$ cat src/rtl/hazard_scoreboard.sv
// Interlock and forwarding controller: shadows dest/load info for EXE, MEM and WB,
// raises the ID stall on load-use and picks the youngest forwarding source per operand.
module hazard_scoreboard #(
    parameter int unsigned CNT_W = 16
) (
    input  logic             clk,
    input  logic             resetn,
    input  logic             ds_valid,
    input  logic [4:0]       ds_rs1,
    input  logic [4:0]       ds_rs2,
    input  logic             ds_rs1_used,
    input  logic             ds_rs2_used,
    input  logic             ds_rf_we,
    input  logic [4:0]       ds_rf_waddr,
    input  logic             ds_is_load,
    input  logic             es_allow_in,
    input  logic             ms_allow_in,
    input  logic             ws_allow_in,
    input  logic             flush,
    output logic             ds_stall,
    output logic [1:0]       fwd_sel1,
    output logic [1:0]       fwd_sel2,
    output logic [CNT_W-1:0] lu_stall_cnt
);

    logic             e_v_q, e_v_d, m_v_q, m_v_d, w_v_q, w_v_d;
    logic [4:0]       e_waddr_q, e_waddr_d, m_waddr_q, m_waddr_d, w_waddr_q, w_waddr_d;
    logic             e_load_q, e_load_d, m_load_q, m_load_d, w_load_q, w_load_d;
    logic [CNT_W-1:0] cnt_q, cnt_d;

    logic hit_e1, hit_m1, hit_w1, hit_e2, hit_m2, hit_w2;
    logic src1_live, src2_live;
    logic id_fire;

    // r0 and unused sources never match, so they can neither stall nor forward.
    always_comb begin
        src1_live = ds_rs1_used && (ds_rs1 != 5'd0);
        src2_live = ds_rs2_used && (ds_rs2 != 5'd0);

        hit_e1 = src1_live && e_v_q && (e_waddr_q == ds_rs1);
        hit_m1 = src1_live && m_v_q && (m_waddr_q == ds_rs1);
        hit_w1 = src1_live && w_v_q && (w_waddr_q == ds_rs1);
        hit_e2 = src2_live && e_v_q && (e_waddr_q == ds_rs2);
        hit_m2 = src2_live && m_v_q && (m_waddr_q == ds_rs2);
        hit_w2 = src2_live && w_v_q && (w_waddr_q == ds_rs2);

        ds_stall = ds_valid && ((hit_e1 && e_load_q) || (hit_e2 && e_load_q));
        id_fire  = ds_valid && !ds_stall && es_allow_in;

        if (hit_e1)      fwd_sel1 = 2'd1;
        else if (hit_m1) fwd_sel1 = 2'd2;
        else if (hit_w1) fwd_sel1 = 2'd3;
        else             fwd_sel1 = 2'd0;

        if (hit_e2)      fwd_sel2 = 2'd1;
        else if (hit_m2) fwd_sel2 = 2'd2;
        else if (hit_w2) fwd_sel2 = 2'd3;
        else             fwd_sel2 = 2'd0;
    end

    always_comb begin
        e_v_d     = e_v_q;
        e_waddr_d = e_waddr_q;
        e_load_d  = e_load_q;
        m_v_d     = m_v_q;
        m_waddr_d = m_waddr_q;
        m_load_d  = m_load_q;
        w_v_d     = w_v_q;
        w_waddr_d = w_waddr_q;
        w_load_d  = w_load_q;

        if (es_allow_in) begin
            if (id_fire) begin
                e_v_d     = ds_rf_we && (ds_rf_waddr != 5'd0);
                e_waddr_d = ds_rf_waddr;
                e_load_d  = ds_is_load;
            end else begin
                e_v_d = 1'b0;
            end
        end else if (ms_allow_in) begin
            e_v_d = 1'b0;
        end

        if (ms_allow_in) begin
            m_v_d     = e_v_q;
            m_waddr_d = e_waddr_q;
            m_load_d  = e_load_q;
        end

        if (ws_allow_in) begin
            w_v_d     = m_v_q;
            w_waddr_d = m_waddr_q;
            w_load_d  = m_load_q;
        end

        // Flush overrides any simultaneous issue or advance.
        if (flush) begin
            e_v_d = 1'b0;
            m_v_d = 1'b0;
            w_v_d = 1'b0;
        end

        cnt_d = cnt_q;
        if (ds_stall && (cnt_q != {CNT_W{1'b1}})) begin
            cnt_d = cnt_q + 1'b1;
        end
    end

    always_ff @(posedge clk or negedge resetn) begin
        if (!resetn) begin
            e_v_q     <= 1'b0;
            e_waddr_q <= 5'd0;
            e_load_q  <= 1'b0;
            m_v_q     <= 1'b0;
            m_waddr_q <= 5'd0;
            m_load_q  <= 1'b0;
            w_v_q     <= 1'b0;
            w_waddr_q <= 5'd0;
            w_load_q  <= 1'b0;
            cnt_q     <= '0;
        end else begin
            e_v_q     <= e_v_d;
            e_waddr_q <= e_waddr_d;
            e_load_q  <= e_load_d;
            m_v_q     <= m_v_d;
            m_waddr_q <= m_waddr_d;
            m_load_q  <= m_load_d;
            w_v_q     <= w_v_d;
            w_waddr_q <= w_waddr_d;
            w_load_q  <= w_load_d;
            cnt_q     <= cnt_d;
        end
    end

    assign lu_stall_cnt = cnt_q;

endmodule

$ cat config.mk
export PLATFORM = sky130hd
export DESIGN_NAME = hazard_scoreboard
export DESIGN_NICKNAME = d
export VERILOG_FILES = /design/src/rtl/hazard_scoreboard.sv
export SDC_FILE = /design/constraint.sdc
export NUM_CORES = 1
export LEC_CHECK = 0
export BUFFER_PORTS_ARGS = -buffer_cell sky130_fd_sc_hd__buf_2
export CAP_MARGIN = 0
export CORE_ASPECT_RATIO = 1.4
export CORE_MARGIN = 8
export CORE_UTILIZATION = 50
export DETAILED_ROUTE_END_ITERATION = 8
export PLACE_DENSITY = 0.83
export REMOVE_ABC_BUFFERS = 1
export SYNTH_ARGS = -nofsm -noshare
export SYNTH_HDL_FRONTEND = slang
export SYNTH_SLANG_ARGS = --single-unit
$ cat constraint.sdc
create_clock -name clk -period 5.2 [get_ports clk]
set_clock_uncertainty 0.15 [all_clocks]
set_input_delay 0 -clock clk [delete_from_list [all_inputs] [get_ports clk]]
set_output_delay 0 -clock clk [all_outputs]
set_load 0.05 [all_outputs]
**After elaboration in Yosys (flattened, before gate mapping)**

Index checks and enable logic that the tools add are counted.

- $add $sub $neg: 1
- Eq/ne operators: 7
- Multiplexer cells: 14
- Reduce and logical (&&, ||, !) cells: 30

Operators by type and width:

| cell | number |
|---|---|
| $eq 5x5->1 | 6 |
| $logic_and 1x1->1 | 21 |
| $add 16x1->16 const B | 1 |
| $ne 16x16->1 const B | 1 |
| $reduce_bool 5->1 | 3 |
| $mux 2 | 6 |
| $mux 1 | 8 |
| $reduce_bool 2->1 | 2 |
| $reduce_bool 3->1 | 1 |
| $reduce_and 2->1 | 1 |
| $logic_not 1->1 | 1 |
| $logic_or 1x1->1 | 1 |

- Register bits after elaboration: 35
- Input port bits: 26
- Output and inout port bits: 21
- Word-level logic and storage cells: 60

**Logic depth before layout (Yosys ltp)**

Gate-level depths: netlist of run 1.

- Depth after elaboration: 13
- Gate-level depth with buffers: 8

**Worst setup path after synthesis of run 1**

No wires, ideal clock.

- Kind: register to register
- Start: register cnt_q[0], in the netlist lu_stall_cnt[0]
- End: register cnt_q[1], in the netlist lu_stall_cnt[1]
- Library setup time: 128 ps
- Arrival time: 1951 ps
- Data required time: 4922 ps
- Slack: 2972 ps
- Cell stages (with the launch flop): 8
- Buffers on the path: 1
- Clock period less this slack: 2228 ps
- Cells stage by stage: dfrtp_1 -> ha_1 -> nand2_1 -> nor3_1 -> a21oi_1 -> o21ai_2 -> buf_4 -> mux2_1

- Cells in the longest elaborated chain, start to end: 2
- Elaborated cells on any way between the ends: 3
- Classes of those cells: add/sub (1); eq/ne (1); reduce/logical (1)

RTL lines:

| element | RTL line | source |
|---|---|---|
| start: declaration | 29 | `logic [CNT_W-1:0] cnt_q, cnt_d;` |
| start signal: assignment | 131 | `cnt_q <= cnt_d;` |
| parallel branches: the longest is 2 deep, another holds $add 16x1->16 | n/a |  |

Several ways; the timed one is not identified.
A chain may end at the register's enable or synchronous reset.

**Final worst setup path of run 1**

- Start: register e_waddr_q[3]
- End: register e_waddr_q[1]

- Cells in the longest elaborated chain, start to end: 9
- Elaborated cells on any way between the ends: 12
- Classes of those cells: eq/ne (2); reduce/logical (10)

RTL lines:

| element | RTL line | source |
|---|---|---|
| start: declaration | 27 | `logic [4:0] e_waddr_q, e_waddr_d, m_waddr_q, m_waddr_d, w_waddr_q, w_waddr_d;` |
| start signal: assignment | 123 | `e_waddr_q <= e_waddr_d;` |
| $eq 5x5->1, on equally long branches | 40, 43 |  |
| $logic_and 1x1->1, on equally long branches | 40, 43 |  |
| $logic_and 1x1->1 | 47 | `ds_stall = ds_valid && ((hit_e1 && e_load_q) \|\| (hit_e2 && e_load_q));` |
| $logic_or 1x1->1 * | 47 |  |
| $logic_and 1x1->1 * | 47 |  |
| $logic_not 1->1 * | 48 | `id_fire = ds_valid && !ds_stall && es_allow_in;` |
| $logic_and 1x1->1 * (2 in a row) | 48 |  |
| $reduce_and 2->1 (no line) * | n/a |  |

Every way passes the cells marked *; elsewhere a longest branch is shown, timed or not.

==> impl_metrics.csv, run 1 <==
group,metric,value,unit
run_status,outcome,"complete, no violations",
timing,max_clock_freq,393,MHz
synthesis,yosys.area.top_type_share,42.5,%
clock_tree,cts_resized,0,
timing,hold_viol_final,0,
critical_path,crit_required,5.23,ns
place,portBuffers,46,
clock_tree,cts_htree_levels,2,
power_and_ir_drop,p_comb_share,19.9,%
routing,initialDrtViolationCount,46,
synthesis,yosys_register_bits,35,
cells_and_area,antenna_cells,0,
cells_and_area,drive_above_1_share,32.8,%
critical_path,worstReg2RegStart,"e_waddr_q[3]",
critical_path,worst-setup-path-type,"reg -> reg",
cells_and_area,regArea,876,um2
timing,relSlewSlack,48.3,%
routing,drtPass1Iterations,4,
synthesis,synth.avg_cell_area,11.2,um2
cells_and_area,post-route-util,65.6,%
timing,worst_pin_slew,0.775,ns
routing,vias_per_cell,5.35,
clock_tree,cts_root_buf,"clkbuf_8",
timing,setup_viol,0,
routing,wl,4820,um
power_and_ir_drop,pwr-share-clk,29.5,%
synthesis,synth_top_family_by_area,"simple AND/OR/NAND/NOR gates",
power_and_ir_drop,p_leak,0.00119,uW
floorplan,design.die.area,6460,um2
floorplan,start_util,52.1,%
routing,drc,0,
timing,rsz0062_at_grt,"false",
cells_and_area,multi_input_area,1160,um2
clock_tree,clock_latency,0.29,ns
cells_and_area,final_common_cell,"buf_2",
floorplan,io_pins,47,
global_routing,grt_max_degree,36,
power_and_ir_drop,seqPwrFrac,50.6,%
power_and_ir_drop,power,663,uW
power_and_ir_drop,power.density,256,nW/um2
floorplan,rows,27,
floorplan,design.core.area,3950,um2
synthesis,netlist_area,2060,um2
synthesis,synth_compound_area_share,5.29,%
cells_and_area,layout_common_cells,"buf_2 (46), dfrtp_1 (35), xnor2_1 (29), dlygate4sd3_1 (18), xor2_1 (14)",
critical_path,end_kind,"register",
synthesis,yosysWarningCount,0,
worst_hold_path,worstHoldPathType,"in -> reg",
power_and_ir_drop,swShare,28.9,%
synthesis,yosysTopAreaCell,"dfrtp_1",
timing,period_minus_slack,2.55,ns
clock_tree,clkSinkCount,35,
worst_hold_path,hold_path_startpoint,"ds_valid",
place,dpl.hpwl,3720,um
floorplan,die_h,91.9,um
place,place_congestion,0.829,
critical_path,crit_start,"e_waddr_q[3]",
synthesis,netlist_top_cells_area,"dfrtp_1 (43%), xnor2_1 (12%), xor2_1 (6.0%)",
critical_path,cp.arrival,2.58,ns
timing,finalCritPeriodShare,49.0,%
timing,setup_tns,0,ns
clock_tree,cts.path.max_buffers,2,
power_and_ir_drop,power.internal,471,uW
global_routing,antenna_found_initial,0,
global_routing,overflow,0,
timing,drv_slew,0,
job,max-cap-violations,0,
global_routing,grt_pass1_vias,1780,
synthesis,synth_cells,184,
synthesis,yosys.area_share.simple,20.3,%
global_routing,gr-usage-all-layers,15.8,%
power_and_ir_drop,p_sw,192,uW
synthesis,synthDistinctLibCells,38,
clock_tree,cts-buffers-inserted,5,
critical_path,path_max_fanout,6,
critical_path,cp-start-kind,"register",
clock_tree,cts_tree,"done",
routing,wl_per_cell,16.3,um
synthesis,synth-seq-area-share,42.5,%
cells_and_area,nFillCells,324,
cells_and_area,area_delta_synth_final,25.9,%
synthesis,synth_xor_area_share,18.3,%
routing,ant_nets,0,
critical_path,r2r_slack,2.65,ns
cells_and_area,nets,279,
floorplan,die_w,70.2,um
clock_tree,cts.clk_slew.worst_paths,0.07,ns
synthesis,synthMuxAreaShare,11.7,%
power_and_ir_drop,ir_worst_vdd,0.240,mV
global_routing,grt_pass1_wl,8270,um
synthesis,synth_fa_ha_area_share,0.608,%
routing,vias,1583,
## state kept, by name, indices dropped and copies added (netlist names)
signal        count
e_load_q          1
e_v_q             1
e_waddr_q         5
lu_stall_cnt     16
m_v_q             1
m_waddr_q         5
w_v_q             1
w_waddr_q         5
## per-stage QoR
step / hold slack (ns) / cell area [um2] / setup WS, ns / std cells
floorplan: -0.446 / 2040 / 3.01 / 181
global placement: -0.0344 / 2330 / 3.05 / 270
detailed placement: -0.0249 / 2330 / 2.99 / 270
CTS: 0.00459 / 2590 / 2.65 / 296
global route: 0.0104 / 2590 / 2.52 / 296
finish: 0.00456 / 2590 / 2.65 / 296
## metal layers
layer  wire length [um]  part of all wire [%]  up-vias  GRT usage (%)
li1                   -                     -      780              -
met1               1840                    38      744           16.3
met2               2540                    53       48           27.9
met3                315                   6.5       11           5.39
met4                128                   2.7        0           7.06
met5                  0                     0        -              0
## worst paths after layout
| check | cells after the start | endpoint |
|---|---|---|
| min reg2reg | 1 | lu_stall_cnt[15] |
| min | 3 | e_waddr_q[2] |
| max in group asynchronous | 2 | w_waddr_q[2] |
| max reg2reg | 7 | e_waddr_q[1] |
| max | 7 | e_waddr_q[1] |
| min in group asynchronous | 2 | lu_stall_cnt[8] |
## power groups by stage
| stage | Sequential [uW] | Combinational, uW | Clock (uW) |
|---|---|---|---|
| floorplan | 328 | 85.5 | 0 |
| global placement | 340 | 116 | 0 |
| detailed placement | 341 | 119 | 0 |
| CTS | 336 | 133 | 200 |
| global route | 338 | 146 | 215 |
| finish | 336 | 132 | 195 |
## cell type report
type	count	share of cell area (%)
Multi-Input combinational cell	143	44.6
Sequential cell	35	33.8
Timing Repair Buffer	64	15.8
Clock buffer	6	2.80
Tap cell	43	2.07
Clock inverter	2	0.482
Inverter	3	0.434
## Yosys cell counts, drive strengths merged
master	number
nor3b	1
ha	1
nor2b	2
o21bai	2
mux2	18
clkbuf	2
or4b	1
a32o	1
nor4	5
nand3	10
mux2i	2
and4	1
nand4	6
and3	1
dfrtp	35
xnor2	29
nor3	9
nand2b	1
a31oi	1
a21oi	1
xor2	14
nand2	12
nor4b	1
nor2	13
buf	1
or3b	1
o21ai	7
inv	3
or4	3
## worst max-delay path, stage by stage (launching register included)
cell	delay, ns
dfrtp_1	0.46
xnor2_1	0.17
nand4_1	0.17
nor3_4	0.37
o21ai_4	0.11
nand3_4	0.15
mux2_4	0.31
dlygate4sd3_1	0.55
## repair_timing
action                    4_1_cts  5_1_grt
setup buffers                   0        0
hold buffers                   18        0
hold endpoints to repair       54        0
## cell families after synthesis
group | count (synthesis)
AO/OA/AOI/OAI | 12
XOR/XNOR | 43
adder cells (fa/ha/maj) | 1
buffers and inverters | 6
flip-flops | 35
multiplexers | 20
AND/OR/NAND/NOR | 67
(Power assumes the default switching activity.)
==> run 2: changes to the inputs <==
Settings changed: ABC_AREA set to 1, PLACE_DENSITY 0.83 to 0.82.
Clock period 5.2 ns to 2.4 ns, I/O delays scaled along.
==> impl_metrics.csv, run 2 <==
group,metric,value,unit
run_status,outcome,"complete, no violations",
place,place_congestion,0.869,
global_routing,gr-usage-all-layers,18.1,%
synthesis,synth-seq-area-share,37.7,%
cells_and_area,area_delta_synth_final,22.2,%
place,portBuffers,46,
clock_tree,cts.path.max_buffers,2,
clock_tree,cts-buffers-inserted,5,
power_and_ir_drop,power.density,471,nW/um2
timing,hold_viol_final,0,
critical_path,end_kind,"register",
floorplan,io_pins,47,
synthesis,yosysTopAreaCell,"dfrtp_1",
timing,setup_tns,0,ns
clock_tree,clock_latency,0.28,ns
clock_tree,clkSinkCount,35,
routing,wl,6160,um
place,post-place-ws,0.514,ns
power_and_ir_drop,ir_worst_vdd,0.313,mV
synthesis,synthArstFlopShare,100,%
global_routing,overflow,0,
timing,drv_slew,0,
synthesis,ys.flop_type,"dfrtp_1",
timing,finalCritPeriodShare,95.3,%
critical_path,worst-setup-path-type,"in -> reg",
synthesis,yosysMostFrequentCell,"nand2_1",
critical_path,crit_required,2.42,ns
timing,setup_viol,0,
clock_tree,cts_setup_buffers,0,
cells_and_area,fin_area,2840,um2
synthesis,yosys_register_bits,35,
routing,wl_per_cell,13.6,um
critical_path,cp.arrival,2.31,ns
timing,period_minus_slack,2.29,ns
routing,vias,2364,
synthesis,synth.avg_cell_area,7.04,um2
timing,relSlewSlack,49.2,%
place,placed_area,2590,um2
floorplan,start_util,51.7,%
routing,drtPass1Iterations,4,
synthesis,synth_cells,330,
power_and_ir_drop,power,1340,uW
critical_path,path_max_fanout,2,
cells_and_area,nets,418,
power_and_ir_drop,p_leak,0.00154,uW
synthesis,netlist_top_cells_area,"dfrtp_1 (38%), nand2_1 (19%), nand4_1 (5.9%)",
global_routing,grt_pass1_vias,2414,
timing,worst_pin_slew,0.762,ns
synthesis,netlist_area,2320,um2
floorplan,die_h,96.7,um
cells_and_area,largest_reg_flops,16,
global_routing,grt_max_degree,36,
place,dpl.hpwl,4680,um
cells_and_area,layout_common_cells,"nand2_1 (116), buf_2 (46), dfrtp_1 (35), inv_1 (28), nor2_1 (24)",
floorplan,die_w,73.6,um
floorplan,design.die.area,7120,um2
cells_and_area,drive_above_1_share,18.7,%
synthesis,synthDistinctLibCells,25,
cells_and_area,post-route-util,63.2,%
clock_tree,cts_tree,"done",
cells_and_area,final_common_cell,"nand2_1",
job,max-cap-violations,0,
clock_tree,cts_root_buf,"clkbuf_8",
timing,rsz0062_at_grt,"false",
synthesis,synth_edf_count,0,
cells_and_area,antenna_cells,0,
routing,initialDrtViolationCount,165,
global_routing,antenna_found_initial,0,
worst_hold_path,worstHoldPathType,"in -> reg",
clock_tree,cts_htree_levels,2,
routing,vias_per_cell,5.22,
routing,ant_nets,0,
floorplan,design.core.area,4500,um2
critical_path,cp-start-kind,"input pin",
floorplan,rows,29,
routing,drc,0,
global_routing,grt_pass1_wl,10500,um
timing,max_clock_freq,437,MHz
timing,worst_slack,0.112,ns
synthesis,yosysWarningCount,0,
clock_tree,cts.clk_slew.worst_paths,0.07,ns
synthesis,yosys.area.top_type_share,37.7,%
synthesis,synthTopCellsByCount,"nand2_1 (116), dfrtp_1 (35), inv_1 (28)",
==> run 2: changes by cell type after synthesis, moves of 5 or more <==
cell / previous run / this run
a21oi_1: 1 / 13
inv_1: 3 / 28
inv_2: 0 / 8
mux2_2: 10 / 0
mux2_4: 5 / 0
nand2_1: 12 / 116
nand2_2: 0 / 5
nand3_1: 9 / 18
nand4_1: 6 / 22
nor2_1: 12 / 24
o21ai_0: 3 / 13
xnor2_1: 29 / 8
==> run 2: report_power, final <==
group | switching, uW | internal [uW]
logic | 143 | 90.7
registers | 44.3 | 628
clock network | 206 | 225
==> run 2: cells by family (layout without fill, tap and decap cells) <==
kind of cell / count (synthesis) / after routing / share of synthesized area (%)
adder cells (fa/ha/maj): 1 / 1 / 0.538
buffers and inverters: 43 / 104 / 7.48
XOR/XNOR: 23 / 23 / 8.67
AND/OR/NAND/NOR: 195 / 195 / 38.1
AO/OA/AOI/OAI: 33 / 33 / 7.53
flip-flops: 35 / 35 / 37.7
==> run 2: area by class of cell <==
type,count,area [um2]
Clock buffer,6,82.6
Clock inverter,1,5.00
Fill cell,434,1660
Inverter,36,135
Multi-Input combinational cell,252,1280
Sequential cell,35,876
Tap cell,62,77.6
Timing Repair Buffer,61,380
==> run 2: worst max-delay path: stages <==
cell and delay [ns]:
dlygate4sd3_1 0.52, buf_2 0.13, nor3_1 0.25, nand2_1 0.10, o2111ai_1 0.09, dlygate4sd3_1 0.58, o21ai_1 0.08, dlygate4sd3_1 0.56
==> run 2: path summary, 6_finish.rpt <==
path,start,end,slack (ns),depth (start not counted)
worst max-delay path,ds_rf_waddr[3],e_v_q,0.11,8
worst min-delay path,ds_valid,lu_stall_cnt[10],0.02,3
worst max register to register,e_waddr_q[4],e_v_q,0.21,11
worst min register to register,m_waddr_q[0],w_waddr_q[0],0.39,2
max in group asynchronous,resetn,e_waddr_q[1],1.44,2
min in group asynchronous,resetn,w_waddr_q[4],0.17,2
==> run 2: layer usage <==
metal / part of all wire [%] / GRT usage [%]
met1: 40 / 19.7
met2: 51 / 31.4
met3: 6.6 / 4.55
met4: 2.1 / 7.73
met5: 0 / 0
==> run 2: metrics by stage <==
stage	hold slack, ns	std cells
floorplan	-0.446	323
global placement	-0.0481	431
detailed placement	-0.0332	431
CTS	0.00445	453
global route	0.0255	453
finish	0.0182	453
==> run 2: repair_timing <==
action                                  in CTS  in global routing
resized for setup                            0                  2
hold endpoints to repair                    54                  0
hold buffers                                15                  0
endpoints found under the setup margin       0                  1
